### config.mk
export PLATFORM = sky130hd
export DESIGN_NAME = mux_2x1_stream
export DESIGN_NICKNAME = d
export VERILOG_FILES = /design/src/rtl/mux_2x1_stream_pkg.sv /design/src/rtl/mux_2x1_stream_rr_arb_2.sv /design/src/rtl/mux_2x1_stream.sv
export SDC_FILE = /design/constraint.sdc
export NUM_CORES = 1
export LEC_CHECK = 0
export BUFFER_PORTS_ARGS = -buffer_cell sky130_fd_sc_hd__buf_2
export CORE_MARGIN = 4
export CORE_UTILIZATION = 44
export CTS_BUF_LIST = sky130_fd_sc_hd__clkbuf_4
export DETAILED_ROUTE_END_ITERATION = 8
export MAX_ROUTING_LAYER = met4
export PLACE_DENSITY = 0.8
export SLEW_MARGIN = 25
export SYNTH_ARGS = -nofsm -noshare
export SYNTH_HDL_FRONTEND = slang
export SYNTH_SLANG_ARGS = --single-unit
### constraint.sdc
create_clock -name clk -period 1.77 [get_ports clk]
set_input_delay 0.354 -clock clk [delete_from_list [all_inputs] [get_ports clk]]
set_output_delay 0.354 -clock clk [all_outputs]
set_load 0.02 [all_outputs]
### src/rtl/mux_2x1_stream_pkg.sv
// Shared types and helpers for the 2:1 stream multiplexer.
package mux_2x1_stream_pkg;

  // The output holding register is either empty or holds one unconsumed beat.
  typedef enum logic {
    StEmpty = 1'b0,
    StFull  = 1'b1
  } hold_state_e;

  // Converts a source index (0 = in1, 1 = in2) to a one-hot grant vector.
  function automatic logic [1:0] idx_to_onehot(input logic idx);
    logic [1:0] v;
    v      = 2'b00;
    v[idx] = 1'b1;
    return v;
  endfunction

endpackage

### src/rtl/mux_2x1_stream_rr_arb_2.sv
// Two-requester round-robin arbiter with a forced-selection override.
// The grant is purely combinational. The caller owns the last_grant history.
module mux_2x1_stream_rr_arb_2
  import mux_2x1_stream_pkg::*;
(
  input  logic [1:0] i_req,
  input  logic       i_last_grant,
  input  logic       i_force_en,
  input  logic       i_select,
  output logic [1:0] o_gnt
);

  // Forced source wins unconditionally; otherwise alternate on ties.
  always_comb begin
    o_gnt = 2'b00;
    if (i_force_en) begin
      // A forced grant is given even without a request. The caller qualifies it with valid.
      o_gnt = idx_to_onehot(i_select);
    end else begin
      unique case (i_req)
        2'b01:   o_gnt = 2'b01;
        2'b10:   o_gnt = 2'b10;
        2'b11:   o_gnt = idx_to_onehot(~i_last_grant);
        default: o_gnt = 2'b00;
      endcase
    end
  end

endmodule

### src/rtl/mux_2x1_stream.sv
// Registered 2:1 stream multiplexer: merges two valid/ready sources into one
// output register. Arbitration is round-robin unless force_en pins the source.
module mux_2x1_stream
  import mux_2x1_stream_pkg::*;
#(
  parameter int unsigned WIDTH = 8
) (
  input  logic             clk,
  input  logic             reset,
  input  logic [WIDTH-1:0] in1_data,
  input  logic             in1_valid,
  output logic             in1_ready,
  input  logic [WIDTH-1:0] in2_data,
  input  logic             in2_valid,
  output logic             in2_ready,
  input  logic             select,
  input  logic             force_en,
  output logic [WIDTH-1:0] out_data,
  output logic             out_valid,
  output logic             out_src,
  input  logic             out_ready
);

  localparam logic SRC1 = 1'b0;
  localparam logic SRC2 = 1'b1;

  hold_state_e      r_state;
  hold_state_e      w_state_next;
  logic [WIDTH-1:0] r_data;
  logic             r_src;
  logic             r_last_grant;

  logic [1:0]       w_gnt;
  logic             w_accept;
  logic             w_gnt_idx;
  logic             w_gnt_valid;
  logic [WIDTH-1:0] w_gnt_data;
  logic             w_xfer;

  mux_2x1_stream_rr_arb_2 u_arb (
    .i_req        ({in2_valid, in1_valid}),
    .i_last_grant (r_last_grant),
    .i_force_en   (force_en),
    .i_select     (select),
    .o_gnt        (w_gnt)
  );

  // Transfer qualification. Reset blocks acceptance so nothing is handshaken while reset is high.
  always_comb begin
    w_accept    = (r_state == StEmpty) | out_ready;
    w_gnt_idx   = w_gnt[SRC2];
    w_gnt_valid = (w_gnt[SRC1] & in1_valid) | (w_gnt[SRC2] & in2_valid);
    w_gnt_data  = w_gnt[SRC2] ? in2_data : in1_data;
    w_xfer      = w_accept & w_gnt_valid & ~reset;
    in1_ready   = in1_valid & w_gnt[SRC1] & w_accept & ~reset;
    in2_ready   = in2_valid & w_gnt[SRC2] & w_accept & ~reset;
  end

  // Holding-register next state: fill on transfer, empty on drain without refill.
  always_comb begin
    w_state_next = r_state;
    unique case (r_state)
      StEmpty: if (w_xfer) w_state_next = StFull;
      StFull:  if (out_ready && !w_xfer) w_state_next = StEmpty;
      default: w_state_next = StEmpty;
    endcase
  end

  // State register. A beat held at reset is dropped.
  always_ff @(posedge clk) begin
    if (reset) begin
      r_state <= StEmpty;
    end else begin
      r_state <= w_state_next;
    end
  end

  // Payload, source tag and arbitration history, all updated only on a real transfer.
  always_ff @(posedge clk) begin
    if (reset) begin
      r_data       <= '0;
      r_src        <= SRC1;
      r_last_grant <= SRC2;  // in1 wins the first tie after reset
    end else if (w_xfer) begin
      r_data       <= w_gnt_data;
      r_src        <= w_gnt_idx;
      r_last_grant <= w_gnt_idx;
    end
  end

  assign out_data  = r_data;
  assign out_src   = r_src;
  assign out_valid = (r_state == StFull);

endmodule

# Yosys cells after proc, flatten, opt, wreduce, memory -nomap -nowiden
# Cells that the tools add are included.
word_totals:
  ff_bits: 11
  input_bits: 23
  word_cells: 38
op_classes:
  order_cmp: 4
  eq_ne: 3
  muxes: 10
  n_bitwise: 13
  reduce_logical: 4
op_table:
  columns: ["operator", "n"]
  rows:
  - ["$and 1x1->1", 8]
  - ["$mux 8", 1]
  - ["$pmux 2 s3", 1]
  - ["$eq 2x2->1 const B", 2]
  - ["$lt 1x2->1 const B", 2]
  - ["$mux 1", 4]
  - ["$logic_and 1x1->1", 3]
  - ["$not 1->1", 3]
  - ["$demux 1 s1", 2]
  - ["$eq 2x1->1 const B", 1]
  - ["$ge 1x1->1 const B", 2]
  - ["$mux 2", 1]
  - ["$or 1x1->1", 2]
  - ["$pmux 1 s2", 1]
  - ["$logic_not 1->1", 1]

# Longest topological paths before layout
# Gate-level depths: netlist (run 1).
depth:
  depth_word: 15
  depth_mapped: 5
  depth_no_buf: 4

# Hierarchy
# From an unflattened synthesis (run 1), not the netlist that was laid out.
hier_totals:
  cells_unflattened: 61
  hier_area_um2: 609.3
by_module_without_submodules:
  columns: ["mod", "instances", "cells_each", "area_each_um2"]
  rows:
  - ["mux_2x1_stream", 1, 54, 564.3]
  - ["mux_2x1_stream_rr_arb_2", 1, 7, 45.0]

# Worst setup path before layout (run 1)
# No wires, ideal clock.
synth_timing:
  kind: "input to output"
  from: "input port reset"
  to: "output port in1_ready"
  arrival_time_ns: 1.140
  path_slack_ns: 0.276
  cell_stages: 2
  n_path_buf: 1
  path_cell_list: "buf_1 > nor3_1"
synth_via:
  elab_chain_len: 2
synth_lines:
  columns: ["item", "line_no", "text"]
  rows:
  - ["start, declared", "mux_2x1_stream.sv:9", "input logic reset,"]
  - ["$not 1->1", "mux_2x1_stream.sv:55", "in1_ready = in1_valid & w_gnt[SRC1] & w_accept & ~reset;"]
  - ["$and 1x1->1", "mux_2x1_stream.sv:55", null]
  - ["end, declared", "mux_2x1_stream.sv:12", "output logic in1_ready,"]
# No other way between the ends.

# Worst setup path after layout (run 1)
layout_timing:
  from: "register r_last_grant"
  to: "output port in2_ready"
layout_via:
  elab_chain_len: 10
layout_lines:
  columns: ["item", "line_no", "text"]
  rows:
  - ["start, declared", "mux_2x1_stream.sv:31", "logic r_last_grant;"]
  - ["start signal, assigned", "mux_2x1_stream.sv:87", "r_last_grant <= w_gnt_idx;"]
  - ["$not 1->1 (*)", "mux_2x1_stream_rr_arb_2.sv:23", "2'b11: o_gnt = idx_to_onehot(~i_last_grant);"]
  - ["$lt 1x2->1 (not written as such) or $ge 1x1->1 (tied branches)", "mux_2x1_stream_pkg.sv:14", "v[idx] = 1'b1;"]
  - ["$logic_and 1x1->1 (not written as such)", "mux_2x1_stream_pkg.sv:14", null]
  - ["$mux 1 (not written as such)", "mux_2x1_stream_pkg.sv:14", null]
  - ["$demux 1 s1 (*)", null, null]
  - ["$pmux 2 s3 (*)", "mux_2x1_stream_rr_arb_2.sv:20", "unique case (i_req)"]
  - ["$mux 2 (*)", "mux_2x1_stream_rr_arb_2.sv:16", "if (i_force_en) begin"]
  - ["$and 1x1->1 (*) (3 in series)", "mux_2x1_stream.sv:56", "in2_ready = in2_valid & w_gnt[SRC2] & w_accept & ~reset;"]
  - ["end, declared", "mux_2x1_stream.sv:15", "output logic in2_ready,"]
# Mark *: on every way between the ends. The rest lies on a longest branch, timed or not.

==> impl_metrics.prom, run 1 <==
# TYPE chip_impl_metric gauge
chip_impl_metric{name="first_pass_grt_wire_length",unit="mm"} 2.283
chip_impl_metric{name="p_seq_frac",unit=""} 0.431
chip_impl_metric{name="yosys.area_share.simple",unit=""} 0.09856
chip_impl_metric{name="area.growth.synth_to_final",unit="%"} 39.22
chip_impl_metric{name="drc",unit=""} 0
chip_impl_metric{name="layout-drive-gt1-share",unit=""} 0.5876
chip_impl_metric{name="synthAdderAreaFrac",unit=""} 0
chip_impl_info{name="unrepaired_setup_endpoints_after_global_routing",value="false"} 1
chip_impl_metric{name="maxCapViolCount",unit=""} 0
chip_impl_metric{name="hold-worst-slack",unit="ps"} 330.8
chip_impl_metric{name="antenna_found_initial",unit=""} 0
chip_impl_metric{name="final_util",unit=""} 0.6519
chip_impl_metric{name="place.port_buffers",unit=""} 34
chip_impl_metric{name="vias",unit=""} 600
chip_impl_metric{name="avgSynthCellArea",unit="sq um"} 10.33
chip_impl_metric{name="synth_compound_gate_area_share",unit=""} 0.3532
chip_impl_metric{name="seqCellArea",unit="sq um"} 220.2
chip_impl_metric{name="cp_max_fo",unit=""} 3
chip_impl_metric{name="seq_cells_post_synth",unit=""} 11
chip_impl_metric{name="number_of_iterations_in_the_first_detailed_routing_pass",unit=""} 3
chip_impl_metric{name="synthesis.nets",unit=""} 82
chip_impl_metric{name="std_cell_rows",unit=""} 13
chip_impl_metric{name="cts.clk_slew.worst_paths",unit="ps"} 70
chip_impl_info{name="worst_setup_path_end_kind",value="primary output"} 1
chip_impl_info{name="combinational_family_with_the_most_area_after_synthesis",value="compound AO/OA/AOI/OAI gates"} 1
chip_impl_info{name="cts.root.buffer_cell",value="clkbuf_4"} 1
chip_impl_info{name="hp-class",value="input port to flip-flop"} 1
chip_impl_info{name="critical_path.startpoint_type",value="flip-flop"} 1
chip_impl_metric{name="yosys_warnings",unit=""} 0
chip_impl_metric{name="fin_setup_tns",unit="ps"} 0
chip_impl_metric{name="finalWorstPathRequiredPeriod",unit="ps"} 1684
chip_impl_metric{name="muxShareOfSynthArea",unit=""} 0.1314
chip_impl_metric{name="worst_clock_skew",unit="ps"} 1.329
chip_impl_metric{name="xor_and_xnor_fraction_of_the_mapped_netlist_area",unit=""} 0
chip_impl_metric{name="finalInstanceArea",unit="sq um"} 848.3
chip_impl_metric{name="p_leak",unit="nW"} 0.3952
chip_impl_info{name="worst_path_max_delay_cell",value="dfxtp_1"} 1
chip_impl_info{name="tritoncts",value="done"} 1
chip_impl_metric{name="power.internal",unit="mW"} 0.4393
chip_impl_metric{name="gpl.final_weighted_congestion",unit=""} 0.6911
chip_impl_info{name="top_cell_family_by_delay_on_the_critical_path",value="simple AND/OR/NAND/NOR gates"} 1
chip_impl_metric{name="synthCells",unit=""} 59
chip_impl_metric{name="drt_iter0_markers",unit=""} 5
chip_impl_metric{name="detailed_placement_wirelength_estimate",unit="mm"} 1.264
chip_impl_metric{name="tightest_slew",unit="ps"} 442.1
chip_impl_metric{name="die_area",unit="sq um"} 2044
chip_impl_metric{name="overflow",unit=""} 0
chip_impl_metric{name="clock_power_share",unit=""} 0.264
chip_impl_metric{name="initial_core_util",unit=""} 0.4683
chip_impl_metric{name="postCtsSetupRepairBufs",unit=""} 0
chip_impl_metric{name="count_of_antenna_diodes_in_the_layout",unit=""} 0
chip_impl_metric{name="seq_area_frac_synth",unit=""} 0.3614
chip_impl_metric{name="detail_route.vias_per_cell",unit=""} 5.357
chip_impl_metric{name="vdd_drop_max",unit="mV"} 0.4373
chip_impl_metric{name="buffers_and_inverters_on_the_worst_path",unit=""} 1
chip_impl_metric{name="report.final.setup_viol",unit=""} 0
chip_impl_metric{name="finalMaxSlewViolations",unit=""} 0
chip_impl_metric{name="multiInputGateArea",unit="sq um"} 367.9
chip_impl_metric{name="final_nets",unit=""} 121
chip_impl_metric{name="sink_count_of_the_clock_tree",unit=""} 11
chip_impl_metric{name="hold_viol_final",unit=""} 0
chip_impl_metric{name="htreeDepth",unit=""} 1
chip_impl_metric{name="grt_pass1_vias",unit=""} 594
chip_impl_metric{name="grt_util_all_layers",unit=""} 0.1563
chip_impl_metric{name="timing.critical_path.slowest_cell_delay",unit="ps"} 330
chip_impl_metric{name="route.antenna.remaining_nets",unit=""} 0
chip_impl_metric{name="core_region_area",unit="sq um"} 1301
chip_impl_metric{name="timing.slew.headroom",unit=""} 0.7052
chip_impl_info{name="worstSetupPathType",value="flip-flop to primary output"} 1
chip_impl_metric{name="sw_frac_of_total",unit=""} 0.3192
chip_impl_metric{name="die_width",unit="microns"} 45.22
chip_impl_metric{name="required",unit="ps"} 1420
chip_impl_metric{name="p_sw",unit="mW"} 0.2059
chip_impl_metric{name="fillerInstances",unit=""} 122
chip_impl_metric{name="max_freq",unit="MHz"} 594.0
chip_impl_metric{name="worst_path_arrival_time",unit="ps"} 1330
chip_impl_metric{name="yosys.cell_types.count",unit=""} 22
chip_impl_metric{name="pwr_density_cell",unit="nW/um^2"} 760.6
chip_impl_metric{name="clk-insertion-delay-late",unit="ps"} 270
chip_impl_info{name="cp_cell_sequence",value="and2_1 > o31ai_4 > and3_4 > buf_4"} 1
chip_impl_metric{name="layout_worst_path_cycle_share",unit=""} 0.9512
chip_impl_metric{name="pin_count",unit=""} 35
chip_impl_metric{name="comb_power_share",unit=""} 0.305
chip_impl_metric{name="route.final.wire_length",unit="mm"} 1.518
chip_impl_metric{name="grt_start_max_net_pins",unit=""} 10
chip_impl_metric{name="die_h",unit="microns"} 45.22
chip_impl_metric{name="syn-cell-area",unit="sq um"} 609.3
chip_impl_info{name="outcome",value="finished, final reports clean"} 1
chip_impl_metric{name="clock_tree.buffer_depth",unit=""} 2
chip_impl_metric{name="placed_cell_area",unit="sq um"} 805.8
chip_impl_metric{name="cts_made_buffers",unit=""} 3
chip_impl_metric{name="route.detailed.wl_per_inst",unit="microns"} 13.55
## worst reg2reg max path, stage by stage (launching register included)
cell	delay, ps
dfxtp_1	310
nor2b_4	130
a311oi_2	420
and2_1	470
a211oi_2	140
## cell families after synthesis
kind of cell           count (synthesis)
AOI/OAI and AO/OA                     24
DFF                                   11
and+or+nand+nor                       10
buffers and inverters                  6
muxes                                  8
## final timing paths
kind	start	slack, ps	to	depth (start not counted)
hold / removal	reset	330	out_data[7]$_SDFFE_PP0P_	2
hold reg to reg	r_last_grant$_SDFFE_PP1P_	500	r_last_grant$_SDFFE_PP1P_	1
setup reg to reg	out_valid$_SDFF_PP0_	160	out_data[6]$_SDFFE_PP0P_	4
setup / recovery	r_last_grant$_SDFFE_PP1P_	90	in2_ready	4
## metrics by stage
step | instances | power [mW] | worst slack (ps)
after global routing | 112 | 0.6792 | 15.56
after floorplan | 59 | 0.4082 | 276.0
after global placement | 108 | 0.4704 | 169.8
after CTS | 112 | 0.6442 | 21.30
final | 112 | 0.6453 | 86.45
after detailed placement | 108 | 0.4787 | 62.46
## flip-flops by register name, indices dropped and copies added, names as in the netlist
register,cells
out_data,8
out_src,1
out_valid,1
r_last_grant,1
## layer usage
metal  track usage  routed length (microns)  vias to the layer above
met3       0.02789                      137                        3
met5             -                        0                        -
li1              -                        -                      294
met4       0.03509                       10                        0
met2        0.3079                      765                       26
met1        0.1546                      603                      277
## power by group through the flow
| stage | sequential (mW) | clock (mW) | combinational, mW |
|---|---|---|---|
| floorplan | 0.307 | 0 | 0.101 |
| finish | 0.278 | 0.170 | 0.197 |
| detailed placement | 0.284 | 0 | 0.195 |
| CTS | 0.278 | 0.171 | 0.195 |
| global route | 0.281 | 0.184 | 0.215 |
| global placement | 0.284 | 0 | 0.186 |
## cells in the final DEF, fill, tap and decap left out
cell,synthesis,routed
mux2i_1,8,8
buf_2,3,33
a21oi_1,9,9
nand2b_1,1,1
a21o_1,1,1
clkbuf_4,0,3
and3_4,0,1
clkinv_2,0,1
nor2_1,2,2
o31ai_4,0,1
buf_4,0,6
nor2b_4,1,1
and2_1,2,2
o21ba_2,1,1
nand2_1,2,2
a311oi_2,1,1
a211o_1,1,1
nor3_1,1,1
dfxtp_1,11,11
a211oi_2,8,8
a21boi_0,1,1
inv_2,1,1
o311ai_0,1,1
## layout make-up
class                   instances  share of cell area
clock inverters                 1            0.005900
inverters                       1            0.004425
multi-input cells              42              0.4336
repair buffers                 39              0.2478
flip-flops and latches         11              0.2596
well taps                      15             0.02212
clock buffers                   3             0.02655
## synth_stat cells
library cell	count	area, sq um
a21o_1	1	7.510
and3_2	1	7.510
nand2b_1	1	6.260
o31ai_2	1	12.51
o311ai_0	1	8.760
buf_2	3	15.01
mux2i_1	8	80.08
nor2_1	2	7.510
a211oi_2	8	100.1
buf_6	1	11.26
a211o_1	1	8.760
nor3_1	1	5.000
a21boi_0	1	7.510
nand2_1	2	7.510
dfxtp_1	11	220.2
and2_1	2	12.51
inv_2	1	3.750
buf_1	1	3.750
a21oi_1	9	45.04
nor2b_4	1	13.76
o21ba_2	1	10.01
a311oi_2	1	15.01
## repair_timing
| action | in CTS | in global routing |
|---|---|---|
| resized for setup | 0 | 3 |
| hold buffers | 0 | 0 |
| endpoints found under the setup margin | 0 | 1 |
No activity file was read; power rests on OpenSTA's default activity.
==> inputs of run 2 (changes only) <==
Settings changed: SYNTH_HIERARCHICAL from default to 1.
==> run 2 against run 1 <==
Effect of this change:
- sequential share of layout area increased by 0.51 points
- first-iteration DRC count increased by 40%
- combinational power increased by 9.6%
- non-clock buffer count decreased by 4
- synthesized area unchanged
- clock power increased by 10%
- global-route usage increased by 1.2 points
- clock skew decreased by 1.0 ps
- maximum frequency increased by 1.0%
- via count decreased by 1.7%
- critical path type unchanged
- largest power group unchanged
==> impl_metrics.prom, run 2 <==
# TYPE chip_impl_metric gauge
chip_impl_metric{name="finalMaxSlewViolations",unit=""} 0
chip_impl_info{name="synth_area_leaders",value="dfxtp_1 36%, mux2i_1 13%, a21oi_2 11%, a211oi_1 9.9%, a22o_4 2.9%"} 1
chip_impl_metric{name="final_nets",unit=""} 120
chip_impl_info{name="worst_path_max_delay_cell",value="dfxtp_1"} 1
chip_impl_info{name="most_common_cell_after_layout_fill_and_taps_aside",value="buf_2"} 1
chip_impl_metric{name="grt_pass1_vias",unit=""} 539
chip_impl_metric{name="cp_max_fo",unit=""} 3
chip_impl_metric{name="overflow",unit=""} 0
chip_impl_metric{name="count_of_antenna_diodes_in_the_layout",unit=""} 0
chip_impl_info{name="hp-class",value="input port to flip-flop"} 1
chip_impl_metric{name="first_pass_grt_wire_length",unit="mm"} 2.366
chip_impl_metric{name="place.port_buffers",unit=""} 34
chip_impl_metric{name="report.final.setup_viol",unit=""} 0
chip_impl_metric{name="timing.reg2reg.worst_path_depth",unit=""} 6
chip_impl_metric{name="maxCapViolCount",unit=""} 0
chip_impl_metric{name="htreeDepth",unit=""} 1
chip_impl_metric{name="number_of_iterations_in_the_first_detailed_routing_pass",unit=""} 2
chip_impl_metric{name="vdd_drop_max",unit="mV"} 0.5183
chip_impl_info{name="synth_top_cell_by_area",value="dfxtp_1"} 1
chip_impl_info{name="most_common_cell_in_the_synthesized_netlist",value="dfxtp_1"} 1
chip_impl_metric{name="final_util",unit=""} 0.6394
chip_impl_metric{name="async_flop_share",unit=""} 0
chip_impl_metric{name="route.antenna.remaining_nets",unit=""} 0
chip_impl_metric{name="hold_viol_final",unit=""} 0
chip_impl_metric{name="fin_setup_tns",unit="ps"} 0
chip_impl_info{name="cts.root.buffer_cell",value="clkbuf_4"} 1
chip_impl_metric{name="worst_path_arrival_time",unit="ps"} 1310
chip_impl_info{name="outcome",value="finished, final reports clean"} 1
chip_impl_metric{name="layout_worst_path_cycle_share",unit=""} 0.9415
chip_impl_info{name="unrepaired_setup_endpoints_after_global_routing",value="false"} 1
chip_impl_metric{name="synthesis.nets",unit=""} 84
chip_impl_metric{name="yosys_warnings",unit=""} 6
chip_impl_metric{name="tightest_slew",unit="ps"} 568.0
chip_impl_metric{name="largest_reg_flops",unit=""} 8
chip_impl_metric{name="drc",unit=""} 0
chip_impl_metric{name="share_of_the_synthesized_area_in_the_top_cell_type",unit=""} 0.3614
chip_impl_info{name="synth_top_cells_by_count",value="11 x dfxtp_1, 8 x a211oi_1, 8 x a21oi_2, 8 x mux2i_1, 3 x nand2_1"} 1
chip_impl_metric{name="yosys.cell_types.count",unit=""} 23
chip_impl_metric{name="sink_count_of_the_clock_tree",unit=""} 11
chip_impl_metric{name="gpl.final_weighted_congestion",unit=""} 0.7100
chip_impl_metric{name="core_region_area",unit="sq um"} 1301
chip_impl_metric{name="cts_made_buffers",unit=""} 3
chip_impl_metric{name="fillerInstances",unit=""} 115
chip_impl_metric{name="final_cell_count_no_fill",unit=""} 111
chip_impl_metric{name="worst-path-stages",unit=""} 5
chip_impl_metric{name="p_leak",unit="nW"} 0.3851
chip_impl_metric{name="finalWorstPathRequiredPeriod",unit="ps"} 1666
chip_impl_metric{name="route.detailed.wl_per_inst",unit="microns"} 13.44
chip_impl_metric{name="buffers_and_inverters_on_the_worst_path",unit=""} 1
chip_impl_metric{name="dp.cells",unit=""} 107
chip_impl_metric{name="pwr_density_cell",unit="nW/um^2"} 833.7
chip_impl_metric{name="required",unit="ps"} 1420
chip_impl_metric{name="synthCells",unit=""} 61
chip_impl_metric{name="antenna_found_initial",unit=""} 0
chip_impl_metric{name="die_width",unit="microns"} 45.22
chip_impl_metric{name="detailed_placement_wirelength_estimate",unit="mm"} 1.136
chip_impl_metric{name="avgSynthCellArea",unit="sq um"} 9.989
chip_impl_metric{name="die_h",unit="microns"} 45.22
chip_impl_metric{name="route.final.wire_length",unit="mm"} 1.492
chip_impl_metric{name="area.growth.synth_to_final",unit="%"} 36.55
chip_impl_metric{name="synth_enable_flop_cells",unit=""} 0
chip_impl_metric{name="timing.slew.headroom",unit=""} 0.6214
chip_impl_info{name="worst_setup_path_end_kind",value="primary output"} 1
chip_impl_metric{name="worst_clock_skew",unit="ps"} 0.2947
chip_impl_metric{name="grt_start_max_net_pins",unit=""} 14
chip_impl_metric{name="worstHoldPathCells",unit=""} 3
chip_impl_metric{name="cts.clk_slew.worst_paths",unit="ps"} 70
chip_impl_info{name="top_cell_family_by_delay_on_the_critical_path",value="compound AO/OA/AOI/OAI gates"} 1
chip_impl_metric{name="die_area",unit="sq um"} 2044
chip_impl_metric{name="seq_area_frac_synth",unit=""} 0.3614
chip_impl_info{name="commonest_non_fill_non_tap_cells_in_the_layout",value="34 x buf_2, 11 x dfxtp_1, 8 x mux2i_1, 8 x a21oi_2, 8 x a211oi_1"} 1
chip_impl_metric{name="layout-drive-gt1-share",unit=""} 0.5521
chip_impl_metric{name="clock_tree.buffer_depth",unit=""} 2
chip_impl_metric{name="grt_util_all_layers",unit=""} 0.1682
chip_impl_metric{name="drt_iter0_markers",unit=""} 7
chip_impl_metric{name="initial_core_util",unit=""} 0.4683
chip_impl_info{name="worstSetupPathType",value="flip-flop to primary output"} 1
chip_impl_metric{name="syn-cell-area",unit="sq um"} 609.3
chip_impl_metric{name="clk-insertion-delay-late",unit="ps"} 270
chip_impl_metric{name="max_freq",unit="MHz"} 600.1
chip_impl_info{name="ys.flop_type",value="dfxtp_1"} 1
chip_impl_metric{name="pin_count",unit=""} 35
chip_impl_metric{name="holdBufCountCts",unit=""} 0
chip_impl_info{name="critical_path.startpoint_type",value="flip-flop"} 1
chip_impl_metric{name="vias",unit=""} 590
chip_impl_metric{name="std_cell_rows",unit=""} 13
chip_impl_metric{name="detail_route.vias_per_cell",unit=""} 5.315
chip_impl_info{name="cp_cell_sequence",value="a21bo_1 > o21ai_4 > nand2_1 > nor3_2 > buf_2"} 1
chip_impl_info{name="tritoncts",value="done"} 1
chip_impl_metric{name="timing.critical_path.slowest_cell_delay",unit="ps"} 330
chip_impl_metric{name="seq_cells_post_synth",unit=""} 11
-- run 2: cells by family after synthesis --
group,after synthesis,synth area share
flops,11,0.3614
buf+inv,5,0.06363
simple gates,12,0.1068
compound gates,25,0.3368
mux,8,0.1314
-- run 2: final timing paths --
check	startpoint	slack (ps)	end
worst min-delay path	in1_data[1]	420	out_data[1]$_SDFFE_PP0P_
worst min register to register	out_src$_SDFFE_PP0P_	490	out_src$_SDFFE_PP0P_
worst max register to register	r_last_grant$_SDFFE_PP1P_	260	out_data[7]$_SDFFE_PP0P_
worst max-delay path	r_last_grant$_SDFFE_PP1P_	100	in2_ready
-- run 2: worst reg2reg max path: stages (launching register included) --
cell	delay (ps)
dfxtp_1	330
a21bo_1	200
o21ai_4	160
buf_12	160
a22oi_2	90
nor2_2	300
a211oi_1	130
-- run 2: stage by stage --
step | instance area (sq um) | power [mW] | setup slack [ps] | hold WS (ps)
floorplan | 614.3 | 0.4400 | 156.9 | 459.9
finish | 832.0 | 0.6937 | 103.6 | 422.6
global placement | 788.3 | 0.5022 | 82.38 | 476.0
global route | 832.0 | 0.7298 | 23.32 | 438.4
detailed placement | 788.3 | 0.5081 | 34.87 | 479.2
CTS | 818.3 | 0.6937 | 24.77 | 420.4
-- run 2: cell type report --
type	instances	area (sq um)	area share
Tap cell	15	18.77	0.02256
Multi-Input combinational cell	45	369.1	0.4436
Sequential cell	11	220.2	0.2647
Clock buffer	4	30.03	0.03609
Timing Repair Buffer	35	190.2	0.2286
Inverter	1	3.754	0.004511
-- run 2: what timing repair did --
action / 4_1_cts / 5_1_grt
setup endpoints to repair: 0 / 2
buffers inserted: 0 / 0
gates resized for setup: 0 / 2
-- run 2: where the power goes --
part	internal, mW	total [mW]	switching [mW]
logic	0.0958	0.216	0.120
clock network	0.103	0.187	0.0847
registers	0.274	0.290	0.0166
-- run 2: metal layers --
metal	global-route usage	wire length, microns	vias to the layer above
met3	0.02390	118	5
met4	0.1228	46	0
met2	0.2486	677	25
met1	0.2058	650	261
li1	-	-	299
met5	-	0	-
==> inputs of run 3 (changes only) <==
Settings changed: CORE_UTILIZATION 44 to 41, CTS_BUF_LIST sky130_fd_sc_hd__clkbuf_4 to sky130_fd_sc_hd__clkbuf_4 sky130_fd_sc_hd__clkbuf_8 sky130_fd_sc_hd__clkbuf_16, PLACE_DENSITY 0.8 to 0.76.
==> run 3 against run 2 <==
Effect of this change:
- register-to-register slack improved by 120 ps
- worst hold slack hardly changed
- first-iteration DRC count shrank 14%
- combinational power decreased by 3%
- sequential share of layout area increased by 0.40 points
- power decreased by 1.9%
- via count shrank 0.51%
- flip-flop and latch count unchanged
- sequential power is essentially flat
- critical path type unchanged
- largest cell class unchanged
==> impl_metrics.prom, run 3 (synthesis results as in run 2) <==
# TYPE chip_impl_metric gauge
chip_impl_info{name="outcome",value="finished, final reports clean"} 1
chip_impl_info{name="dr.max_layer_used",value="met4"} 1
chip_impl_info{name="cts.root.buffer_cell",value="clkbuf_4"} 1
chip_impl_metric{name="fin_ws",unit="ps"} 84.55
chip_impl_metric{name="finalInstanceArea",unit="sq um"} 819.5
chip_impl_info{name="worst_setup_path_end_kind",value="primary output"} 1
chip_impl_metric{name="sink_count_of_the_clock_tree",unit=""} 11
chip_impl_metric{name="dr_wl_met3",unit="microns"} 140
chip_impl_metric{name="p_leak",unit="nW"} 0.3810
chip_impl_metric{name="cp_max_fo",unit=""} 4
chip_impl_metric{name="place.port_buffers",unit=""} 34
chip_impl_metric{name="htreeDepth",unit=""} 1
chip_impl_metric{name="antenna_found_initial",unit=""} 0
chip_impl_metric{name="worst_clock_skew",unit="ps"} 2.286
chip_impl_info{name="hp-class",value="input port to flip-flop"} 1
chip_impl_metric{name="clock_tree.buffer_depth",unit=""} 2
chip_impl_metric{name="postCtsSetupRepairBufs",unit=""} 0
chip_impl_metric{name="route.antenna.remaining_nets",unit=""} 0
chip_impl_metric{name="grt_start_max_net_pins",unit=""} 14
chip_impl_metric{name="tightest_slew",unit="ps"} 557.5
chip_impl_metric{name="sw_frac_of_total",unit=""} 0.3144
chip_impl_info{name="critical_path.startpoint_type",value="flip-flop"} 1
chip_impl_metric{name="gpl.final_weighted_congestion",unit=""} 0.7700
chip_impl_metric{name="hold-worst-slack",unit="ps"} 422.9
chip_impl_metric{name="detail_route.vias_per_cell",unit=""} 5.288
chip_impl_metric{name="final_cell_count_no_fill",unit=""} 111
chip_impl_metric{name="power.internal",unit="mW"} 0.4668
chip_impl_metric{name="comb_power_share",unit=""} 0.307
chip_impl_metric{name="report.final.setup_viol",unit=""} 0
chip_impl_metric{name="drc",unit=""} 0
chip_impl_metric{name="finalWorstPathRequiredPeriod",unit="ps"} 1685
chip_impl_metric{name="largest_reg_flops",unit=""} 8
chip_impl_metric{name="layout-drive-gt1-share",unit=""} 0.5521
chip_impl_info{name="worst_path_max_delay_cell",value="dfxtp_1"} 1
chip_impl_metric{name="die_h",unit="microns"} 46.55
chip_impl_metric{name="dp.cells",unit=""} 107
chip_impl_metric{name="fin_setup_tns",unit="ps"} 0
chip_impl_metric{name="timing.reg2reg.worst_path_depth",unit=""} 5
chip_impl_info{name="endpoint",value="in2_ready"} 1
chip_impl_metric{name="report.power.total",unit="mW"} 0.6808
chip_impl_metric{name="routedLengthMet1",unit="microns"} 640
chip_impl_metric{name="overflow",unit=""} 0
chip_impl_metric{name="timing.critical_path.slowest_cell_delay",unit="ps"} 320
chip_impl_metric{name="max_freq",unit="MHz"} 593.3
chip_impl_info{name="commonest_non_fill_non_tap_cells_in_the_layout",value="34 x buf_2, 11 x dfxtp_1, 8 x mux2i_1, 8 x a21oi_2, 8 x a211oi_1"} 1
chip_impl_metric{name="final_util",unit=""} 0.6070
chip_impl_metric{name="count_of_antenna_diodes_in_the_layout",unit=""} 0
chip_impl_info{name="cp_cell_sequence",value="a21bo_1 > o21ai_4 > nand2_1 > nor3_2 > buf_2"} 1
chip_impl_metric{name="die_width",unit="microns"} 46.55
chip_impl_metric{name="cts.clk_slew.worst_paths",unit="ps"} 70
chip_impl_info{name="most_common_cell_after_layout_fill_and_taps_aside",value="buf_2"} 1
chip_impl_metric{name="vias",unit=""} 587
chip_impl_metric{name="route.final.wire_length",unit="mm"} 1.444
chip_impl_metric{name="die_area",unit="sq um"} 2167
chip_impl_metric{name="initial_core_util",unit=""} 0.4513
chip_impl_metric{name="required",unit="ps"} 1420
chip_impl_metric{name="maxCapViolCount",unit=""} 0
chip_impl_metric{name="regToRegSetupSlack",unit="ps"} 380
chip_impl_metric{name="holdBufCountCts",unit=""} 0
chip_impl_metric{name="finalMaxSlewViolations",unit=""} 0
chip_impl_metric{name="placed_cell_area",unit="sq um"} 775.7
chip_impl_metric{name="routed-wl-met2",unit="microns"} 658
chip_impl_metric{name="std_cell_rows",unit=""} 13
chip_impl_metric{name="area.growth.synth_to_final",unit="%"} 34.50
chip_impl_metric{name="drt_iter0_markers",unit=""} 6
chip_impl_metric{name="route.detailed.wl_per_inst",unit="microns"} 13.01
chip_impl_info{name="crit-reg2reg-capture",value="out_data[1]$_SDFFE_PP0P_"} 1
chip_impl_metric{name="p_sw",unit="mW"} 0.2140
chip_impl_metric{name="number_of_iterations_in_the_first_detailed_routing_pass",unit=""} 3
chip_impl_metric{name="pwr_density_cell",unit="nW/um^2"} 830.8
chip_impl_metric{name="core_region_area",unit="sq um"} 1350
chip_impl_metric{name="p_seq_frac",unit=""} 0.425
chip_impl_info{name="worstSetupPathType",value="flip-flop to primary output"} 1
chip_impl_metric{name="cts_made_buffers",unit=""} 3
chip_impl_metric{name="hold_viol_final",unit=""} 0
chip_impl_metric{name="timing.slew.headroom",unit=""} 0.6284
chip_impl_metric{name="vdd_drop_max",unit="mV"} 0.5848
chip_impl_metric{name="cts.repair.resized",unit=""} 0
chip_impl_metric{name="grt_util_all_layers",unit=""} 0.1452
chip_impl_metric{name="worst_path_arrival_time",unit="ps"} 1330
chip_impl_metric{name="grt_pass1_vias",unit=""} 551
chip_impl_metric{name="clock_power_share",unit=""} 0.268
chip_impl_metric{name="worst_setup_slack_after_placement",unit="ps"} 100.8
chip_impl_info{name="tritoncts",value="done"} 1
chip_impl_metric{name="clk-insertion-delay-late",unit="ps"} 260
chip_impl_metric{name="pin_count",unit=""} 35
chip_impl_info{name="critical_path.startpoint",value="r_last_grant$_SDFFE_PP1P_"} 1
chip_impl_info{name="unrepaired_setup_endpoints_after_global_routing",value="false"} 1
chip_impl_metric{name="layout_worst_path_cycle_share",unit=""} 0.9522
chip_impl_info{name="r2r-start",value="r_last_grant$_SDFFE_PP1P_"} 1
chip_impl_metric{name="final_nets",unit=""} 120
chip_impl_metric{name="first_pass_grt_wire_length",unit="mm"} 2.194
==> run 3: cell counts in the layout (fill, tap and decap cells not counted) <==
Identical to the previous run, type by type.
==> run 3: power by group through the flow <==
stage | clock network (mW) | logic [mW] | registers (mW)
2_1_floorplan | 0 | 0.117 | 0.323
3_3_place_gp | 0 | 0.202 | 0.294
3_5_place_dp | 0 | 0.206 | 0.295
4_1_cts | 0.190 | 0.206 | 0.289
5_1_grt | 0.200 | 0.229 | 0.293
6_report | 0.182 | 0.209 | 0.289
==> run 3: layer usage <==
metal,up-vias,global-route usage
met3,2,0.04297
li1,300,-
met1,261,0.1628
met5,-,-
met2,24,0.2335
met4,0,0.06818
==> run 3: critical path, delay by kind of cell, from the launching register on <==
kind	cells	cell delay, ps
simple gates	2	190
flops	1	320
buf+inv	1	180
compound gates	2	380
==> run 3: area by class of cell <==
cell class | count | area (sq um)
Timing Repair Buffer | 35 | 177.7
Clock buffer | 4 | 30.03
Sequential cell | 11 | 220.2
Inverter | 1 | 3.754
Multi-Input combinational cell | 45 | 369.1
Fill cell | 124 | 530.5
Tap cell | 15 | 18.77
==> run 3: worst min path at each step <==
stage,start,endpoint,slack (ps),depth (start not counted)
2_1_floorplan,reset,r_last_grant$_SDFFE_PP1P_,460,1
3_3_place_gp,out_src$_SDFFE_PP0P_,out_src$_SDFFE_PP0P_,480,2
3_5_place_dp,out_src$_SDFFE_PP0P_,out_src$_SDFFE_PP0P_,490,2
4_1_cts,in1_data[7],out_data[7]$_SDFFE_PP0P_,420,3
5_1_grt,in1_data[1],out_data[1]$_SDFFE_PP0P_,430,3
6_report,in1_data[7],out_data[7]$_SDFFE_PP0P_,420,3
